## src/rtl/qr_pkg.sv

```systemverilog
// qr_pkg: shared types and helpers for the QR module sampler.
//   state_t          - sampler FSM states
//   max_code()       - largest code side (modules) for a given max version
//   version_to_size  - code side length 17+4*version
//   SUB_READS        - frame reads per module (3 when QR_SAMPLER_MAJORITY_EN
//                      is defined, otherwise 1)
package qr_pkg;

    typedef enum logic [1:0] {
        IDLE  = 2'd0,
        ISSUE = 2'd1,
        DRAIN = 2'd2,
        DONE  = 2'd3
    } state_t;

    localparam int unsigned COORD_W = 12;
    localparam int unsigned ADDR_W  = 20;

`ifdef QR_SAMPLER_MAJORITY_EN
    localparam int unsigned SUB_READS = 3;
`else
    localparam int unsigned SUB_READS = 1;
`endif

    function automatic int max_code(input int max_version);
        return 17 + 4 * max_version;
    endfunction

    function automatic logic [5:0] version_to_size(input logic [2:0] version);
        return 6'd17 + {1'b0, version, 2'b00};
    endfunction

endpackage

```

## src/rtl/qr_addr_gen.sv

```systemverilog
// qr_addr_gen: maps a module coordinate to a frame-buffer pixel address.
//   clk, rst_n     - clock, async active-low reset
//   valid_in       - a read is being issued this cycle
//   ox, oy         - sampling anchor (12-bit signed)
//   dx             - horizontal sub-read offset
//   x, y, ms       - module coordinate and module pitch
//   idx_in/last_in - bit index and last-sub-read tag carried alongside
//   address        - registered read address (0 when out of frame)
//   valid, in_frame, last, idx - registered tags aligned with address
module qr_addr_gen
    import qr_pkg::*;
#(
    parameter int WIDTH  = 480,
    parameter int HEIGHT = 320,
    parameter int IDX_W  = 11
) (
    input  logic                      clk,
    input  logic                      rst_n,
    input  logic                      valid_in,
    input  logic signed [COORD_W-1:0] ox,
    input  logic signed [COORD_W-1:0] oy,
    input  logic signed [COORD_W-1:0] dx,
    input  logic [5:0]                x,
    input  logic [5:0]                y,
    input  logic [8:0]                ms,
    input  logic [IDX_W-1:0]          idx_in,
    input  logic                      last_in,
    output logic [ADDR_W-1:0]         address,
    output logic                      valid,
    output logic                      in_frame,
    output logic                      last,
    output logic [IDX_W-1:0]          idx
);

    logic signed [COORD_W-1:0] px;
    logic signed [COORD_W-1:0] py;
    logic                      in_bounds;
    logic [ADDR_W-1:0]         lin_addr;

    always_comb begin
        px        = ox - $signed({6'b0, x}) * $signed({3'b0, ms}) + dx;
        py        = oy - $signed({6'b0, y}) * $signed({3'b0, ms});
        in_bounds = (px >= 0) && (int'(px) < WIDTH) &&
                    (py >= 0) && (int'(py) < HEIGHT);
        lin_addr  = ADDR_W'(px) + ADDR_W'(py) * ADDR_W'(WIDTH);
    end

    always_ff @(posedge clk or negedge rst_n) begin
        if (!rst_n) begin
            address  <= '0;
            valid    <= 1'b0;
            in_frame <= 1'b0;
            last     <= 1'b0;
            idx      <= '0;
        end else begin
            valid    <= valid_in;
            in_frame <= valid_in && in_bounds;
            last     <= last_in;
            idx      <= idx_in;
            address  <= (valid_in && in_bounds) ? lin_addr : '0;
        end
    end

endmodule

```

## src/rtl/qr_sampler.sv

```systemverilog
// qr_sampler: samples a QR code grid from a thresholded frame buffer.
//   clk_in, rst_n_in     - clock, async active-low reset
//   start_in, version_in - request and QR version (1..MAX_VERSION)
//   module_size          - module pitch in pixels
//   centers_x/centers_y  - finder centres; index 2 is the sampling anchor
//   reading_pixel        - pixel returned READ_LATENCY cycles after address
//   reading_address      - frame buffer read address
//   qr_code, code_size   - sampled bits and code side length
//   busy, valid_qr       - activity flag and completion pulse
//   error_oof, error_ver - out-of-frame read seen / illegal version
// Build option: QR_SAMPLER_MAJORITY_EN selects 3 reads per module with a
// 2-of-3 majority vote instead of one centre read.
module qr_sampler
    import qr_pkg::*;
#(
    parameter  int WIDTH        = 480,
    parameter  int HEIGHT       = 320,
    parameter  int MAX_VERSION  = 4,
    parameter  int READ_LATENCY = 2,
    localparam int MAX_CODE     = max_code(MAX_VERSION),
    localparam int CODE_BITS    = MAX_CODE * MAX_CODE
) (
    input  logic                   clk_in,
    input  logic                   rst_n_in,
    input  logic                   start_in,
    input  logic [2:0]             version_in,
    input  logic [8:0]             module_size,
    input  logic [2:0][8:0]        centers_x,
    input  logic [2:0][8:0]        centers_y,
    input  logic                   reading_pixel,
    output logic [ADDR_W-1:0]      reading_address,
    output logic [CODE_BITS-1:0]   qr_code,
    output logic [5:0]             code_size,
    output logic                   busy,
    output logic                   valid_qr,
    output logic                   error_oof,
    output logic                   error_ver
);

    localparam int IDX_W = $clog2(CODE_BITS);

    state_t                    state;
    logic [5:0]                col;
    logic [5:0]                row;
    logic [1:0]                sub;
    logic [IDX_W-1:0]          idx;
    logic signed [COORD_W-1:0] ox;
    logic signed [COORD_W-1:0] oy;
    logic [8:0]                ms;
    logic [2:0]                drain_cnt;
    logic                      reject;

    logic                      issue;
    logic                      sub_last;
    logic signed [COORD_W-1:0] dx;
    logic                      version_ok;
    logic [5:0]                size_next;
    logic [IDX_W-1:0]          idx_first;
    logic                      sample;
    logic                      bit_val;

    logic                      ag_valid;
    logic                      ag_in_frame;
    logic                      ag_last;
    logic [IDX_W-1:0]          ag_idx;

    logic                      p_valid    [READ_LATENCY];
    logic                      p_in_frame [READ_LATENCY];
    logic                      p_last     [READ_LATENCY];
    logic [IDX_W-1:0]          p_idx      [READ_LATENCY];

    // Only the anchor finder (index 2) drives sampling.
    logic unused_centers;
    assign unused_centers = ^{centers_x[1:0], centers_y[1:0]};

`ifdef QR_SAMPLER_MAJORITY_EN
    logic [1:0]          ones;
    logic [1:0]          ones_next;
    logic [COORD_W-1:0]  quarter;
`endif

    always_comb begin
        issue      = (state == ISSUE);
        version_ok = (version_in != 3'd0) && (int'(version_in) <= MAX_VERSION);
        size_next  = version_to_size(version_in);
        idx_first  = IDX_W'(size_next) * IDX_W'(size_next) - IDX_W'(1);
        sub_last   = (32'(sub) == SUB_READS - 1);
        sample     = p_in_frame[READ_LATENCY-1] & reading_pixel;
`ifdef QR_SAMPLER_MAJORITY_EN
        quarter    = {5'b0, ms[8:2]};
        dx         = (sub == 2'd0) ? -quarter :
                     (sub == 2'd2) ?  quarter : '0;
        ones_next  = ones + {1'b0, sample};
        bit_val    = ones_next[1];
`else
        dx         = '0;
        bit_val    = sample;
`endif
    end

    qr_addr_gen #(
        .WIDTH  (WIDTH),
        .HEIGHT (HEIGHT),
        .IDX_W  (IDX_W)
    ) u_addr_gen (
        .clk      (clk_in),
        .rst_n    (rst_n_in),
        .valid_in (issue),
        .ox       (ox),
        .oy       (oy),
        .dx       (dx),
        .x        (col),
        .y        (row),
        .ms       (ms),
        .idx_in   (idx),
        .last_in  (sub_last),
        .address  (reading_address),
        .valid    (ag_valid),
        .in_frame (ag_in_frame),
        .last     (ag_last),
        .idx      (ag_idx)
    );

    // Tags wait here for the frame buffer so they meet reading_pixel.
    always_ff @(posedge clk_in or negedge rst_n_in) begin
        if (!rst_n_in) begin
            for (int unsigned k = 0; k < READ_LATENCY; k++) begin
                p_valid[k]    <= 1'b0;
                p_in_frame[k] <= 1'b0;
                p_last[k]     <= 1'b0;
                p_idx[k]      <= '0;
            end
        end else begin
            p_valid[0]    <= ag_valid;
            p_in_frame[0] <= ag_in_frame;
            p_last[0]     <= ag_last;
            p_idx[0]      <= ag_idx;
            for (int unsigned k = 1; k < READ_LATENCY; k++) begin
                p_valid[k]    <= p_valid[k-1];
                p_in_frame[k] <= p_in_frame[k-1];
                p_last[k]     <= p_last[k-1];
                p_idx[k]      <= p_idx[k-1];
            end
        end
    end

    always_ff @(posedge clk_in or negedge rst_n_in) begin
        if (!rst_n_in) begin
            state     <= IDLE;
            col       <= '0;
            row       <= '0;
            sub       <= '0;
            idx       <= '0;
            ox        <= '0;
            oy        <= '0;
            ms        <= '0;
            drain_cnt <= '0;
            reject    <= 1'b0;
            qr_code   <= '0;
            code_size <= '0;
            busy      <= 1'b0;
            valid_qr  <= 1'b0;
            error_oof <= 1'b0;
            error_ver <= 1'b0;
`ifdef QR_SAMPLER_MAJORITY_EN
            ones      <= '0;
`endif
        end else begin
            valid_qr <= 1'b0;

            if (ag_valid && !ag_in_frame) begin
                error_oof <= 1'b1;
            end

            if (p_valid[READ_LATENCY-1]) begin
`ifdef QR_SAMPLER_MAJORITY_EN
                ones <= p_last[READ_LATENCY-1] ? '0 : ones_next;
`endif
                if (p_last[READ_LATENCY-1]) begin
                    qr_code[p_idx[READ_LATENCY-1]] <= bit_val;
                end
            end

            case (state)
                IDLE: begin
                    if (start_in) begin
                        if (version_ok) begin
                            ox        <= {3'b0, centers_x[2]} + 12'd3 * {3'b0, module_size};
                            oy        <= {3'b0, centers_y[2]} + 12'd3 * {3'b0, module_size};
                            ms        <= module_size;
                            code_size <= size_next;
                            col       <= '0;
                            row       <= '0;
                            sub       <= '0;
                            // Raster order visits bit indices from the top
                            // down, so the index is a plain down-counter.
                            idx       <= idx_first;
                            qr_code   <= '0;
                            busy      <= 1'b1;
                            error_oof <= 1'b0;
                            error_ver <= 1'b0;
                            state     <= ISSUE;
                        end else begin
                            error_ver <= 1'b1;
                            reject    <= 1'b1;
                            state     <= DONE;
                        end
                    end
                end
                ISSUE: begin
                    if (sub_last) begin
                        sub <= '0;
                        idx <= idx - IDX_W'(1);
                        if (col == code_size - 6'd1) begin
                            col <= '0;
                            if (row == code_size - 6'd1) begin
                                row       <= '0;
                                drain_cnt <= '0;
                                state     <= DRAIN;
                            end else begin
                                row <= row + 6'd1;
                            end
                        end else begin
                            col <= col + 6'd1;
                        end
                    end else begin
                        sub <= sub + 2'd1;
                    end
                end
                DRAIN: begin
                    if (drain_cnt == 3'(READ_LATENCY - 1)) begin
                        state <= DONE;
                    end else begin
                        drain_cnt <= drain_cnt + 3'd1;
                    end
                end
                DONE: begin
                    valid_qr <= !reject;
                    busy     <= 1'b0;
                    reject   <= 1'b0;
                    state    <= IDLE;
                end
                default: state <= IDLE;
            endcase
        end
    end

endmodule

```

## config.mk

```make
export PLATFORM = sky130hd
export DESIGN_NAME = qr_sampler
export DESIGN_NICKNAME = d
export VERILOG_FILES = /design/src/rtl/qr_pkg.sv /design/src/rtl/qr_addr_gen.sv /design/src/rtl/qr_sampler.sv
export SDC_FILE = /design/constraint.sdc
export NUM_CORES = 2
export LEC_CHECK = 0
export BUFFER_PORTS_ARGS = -buffer_cell sky130_fd_sc_hd__buf_2
export CORE_AREA = 2 2 460 462
export CTS_CLUSTER_SIZE = 10
export DETAILED_ROUTE_END_ITERATION = 7
export DIE_AREA = 0 0 462 464
export SLEW_MARGIN = 20
export SYNTH_ARGS = -nofsm -noshare
export SYNTH_HDL_FRONTEND = slang
export SYNTH_SLANG_ARGS = --single-unit
```

## constraint.sdc

```tcl
create_clock -name clk_in -period 13.98 [get_ports clk_in]
set_clock_uncertainty 0.05 [all_clocks]
set_input_delay 2.097 -clock clk_in [delete_from_list [all_inputs] [get_ports clk_in]]
set_output_delay 2.097 -clock clk_in [all_outputs]
set_load 0.02 [all_outputs]
```

==> reports/metrics.cfg <==
[grt]
antenna_found_initial = 45
grt_usage_pct = 28.8
grt_pass1_vias = 55500
grt_remaining_overflow = 0
grt_max_degree = 213
grt_first_pass_wirelength_um = 438000

[sta]
setup_viol = 0
fin_crit_sh_pct = 62.2
tightest_slew_ps = 1320
holdWs_ps = 295
fin_ws_ps = 5290
slew_viol_final = 0
fin_tns_setup_ps = 0
rsz0062_at_grt = false
fmax_ghz = 0.115
relSlewSlack_pct = 11.8
hold_viol_final = 0
fin_crit_ps = 8690

[finish]
layout.nets = 7515
syn2layout_area_growth_pct = 22.0
drive_above_1_share_pct = 22.1
instances_no_fill = 10100

[placement]
pre_cts_ws_ps = 5340
place_inst = 9852
finalWeightedCongestion = 0.874
hpwl_um = 201000
numPortBuffers = 1151

[critical_path]
path_delay_family = adder cells
crit_arrival_ps = 9320
worst_setup_path_start_kind = register
critical_path.max_fanout = 14
slowest_delay_ps = 640
cp_num_buf_inv = 2
worstPathRequired_ps = 14610
critPathKind = reg -> reg
endpoint_kind = register
cp_slowest_cell = dfrtp_1

[die]
fp-row-count = 168
dieHeight_um = 464
ios = 1189
die_x_um = 462
initial_core_util_pct = 28.2
dieArea_sq_mm = 0.214
core-area_sq_mm = 0.209

[route]
vias = 58700
wire_per_inst_um = 31.8
finalWirelength_um = 321000
drc = 0
viasPerCell = 5.81
ant_nets = 0
first_iter_violations = 8649
first_pass_iters = 8

[clock_tree]
ctsHoldBuffers = 0
clkSlewWorstSetupHoldPaths_ps = 50
cts_resized = 0
clock_path_buffers = 3
cts_tree = yes
postCtsSetupRepairBufs = 0
cts_sinks = 1224
htreeDepth = 4
numCtsBuffers = 150
clk_latency_ps = 820
root_buffer = clkbuf_16

[yosys]
syn_nets = 6776
syn_inst = 6461
synth-seq-cells = 1224
synth.avg_cell_area_sq_um = 9.12
yosysSeqAreaShare_pct = 52.0
ys_warn_count = 0
synth_area_leaders = dfrtp_1, a21oi_1, o21ai_0, nand3_1, clkbuf_1
syn_area_sq_mm = 0.0589
synthTopCellsByCount = dfrtp_1, a21oi_1, o21ai_0
synth_top_area_share_pct = 52.0
synth_area_leader_cell = dfrtp_1
synth_ff_type = dfrtp_1
yosysMostFrequentCell = dfrtp_1
synthArstFlopShare_pct = 100
synth_edf_count = 0
ys_types = 67

[min_path]
worstHoldPathType = reg -> reg

[flow_run]
maxCapViolations = 0

[status]
outcome = completed

[final timing paths]
path	start	end	cells past startpoint	slack, ps
worst max-delay path	row[4]	u_addr_gen.address[19]	31	5290
worst min-delay path	p_last[1]	p_last[0]	0	290
worst max register to register	row[4]	u_addr_gen.address[19]	31	5290
worst min register to register	p_last[1]	p_last[0]	0	290
max in group asynchronous	rst_n_in	qr_code[596]	4	9570
min in group asynchronous	rst_n_in	qr_code[315]	1	1170
[registers in the layout (all words and copies together) (netlist names), 6 cells and up]
name and cells:
p_idx 22, idx 11, u_addr_gen.idx 11, row 6, oy 12, qr_code 1089
u_addr_gen.address 20, ms 9, ox 12, col 6
[layout by cell type, fill, tap and decap left out, drive strengths merged, types with 147 or more instances in the layout]
master	count
buf	1278
dfrtp	1224
a21oi	1143
o21ai	1129
nand3	1081
nand2	259
clkbuf	171
nor2	150
ha	148
inv	147
[worst register-to-register path, delay by kind of cell, from the launching register on]
family | cells | cell delay (ps)
AOI/OAI and AO/OA | 7 | 1420
xor gates and xnor gates | 6 | 1210
adders and majority gates | 10 | 4180
buffers and inverters | 2 | 200
DFF | 1 | 640
and+or+nand+nor | 6 | 900
[per-layer routing]
layer,GRT usage [%],share of wire [%]
met1,35.4,37
met2,43.7,44
met3,9.47,12
met4,17.1,6.6
met5,0,0.013
[cells by family (layout without fill, tap and decap cells)]
group / count (synthesis) / count (layout) / synth area share, %
AO/OA/AOI/OAI: 2397 / 2397 / 21.0
other: 1 / 38 / 0.00636
multiplexers: 9 / 9 / 0.155
buffers and inverters: 831 / 1621 / 5.32
AND/OR/NAND/NOR: 1640 / 1640 / 13.4
adder cells (fa/ha/maj): 245 / 245 / 6.44
XOR/XNOR: 114 / 114 / 1.69
flip-flops: 1224 / 1224 / 52.0
[stage by stage]
stage	cell area, sq um	util, %
floorplan	58900	-
global placement	67400	32.2
detailed placement	67500	32.3
CTS	71800	34.3
global route	71800	34.4
finish	71900	34.4
[layout make-up]
cell class | count | area, sq um
Sequential cell | 1224 | 30600
Clock inverter | 32 | 470
Timing Repair Buffer | 1278 | 6870
Clock buffer | 171 | 3870
Tap cell | 2805 | 3510
Fill cell | 21400 | 137000
Inverter | 140 | 526
Multi-Input combinational cell | 4406 | 25900
Antenna cell | 37 | 92.6
Power is left out: the tool's default activity adds up to more than one toggle a clock period on the data nets, which glitch-free logic cannot reach.
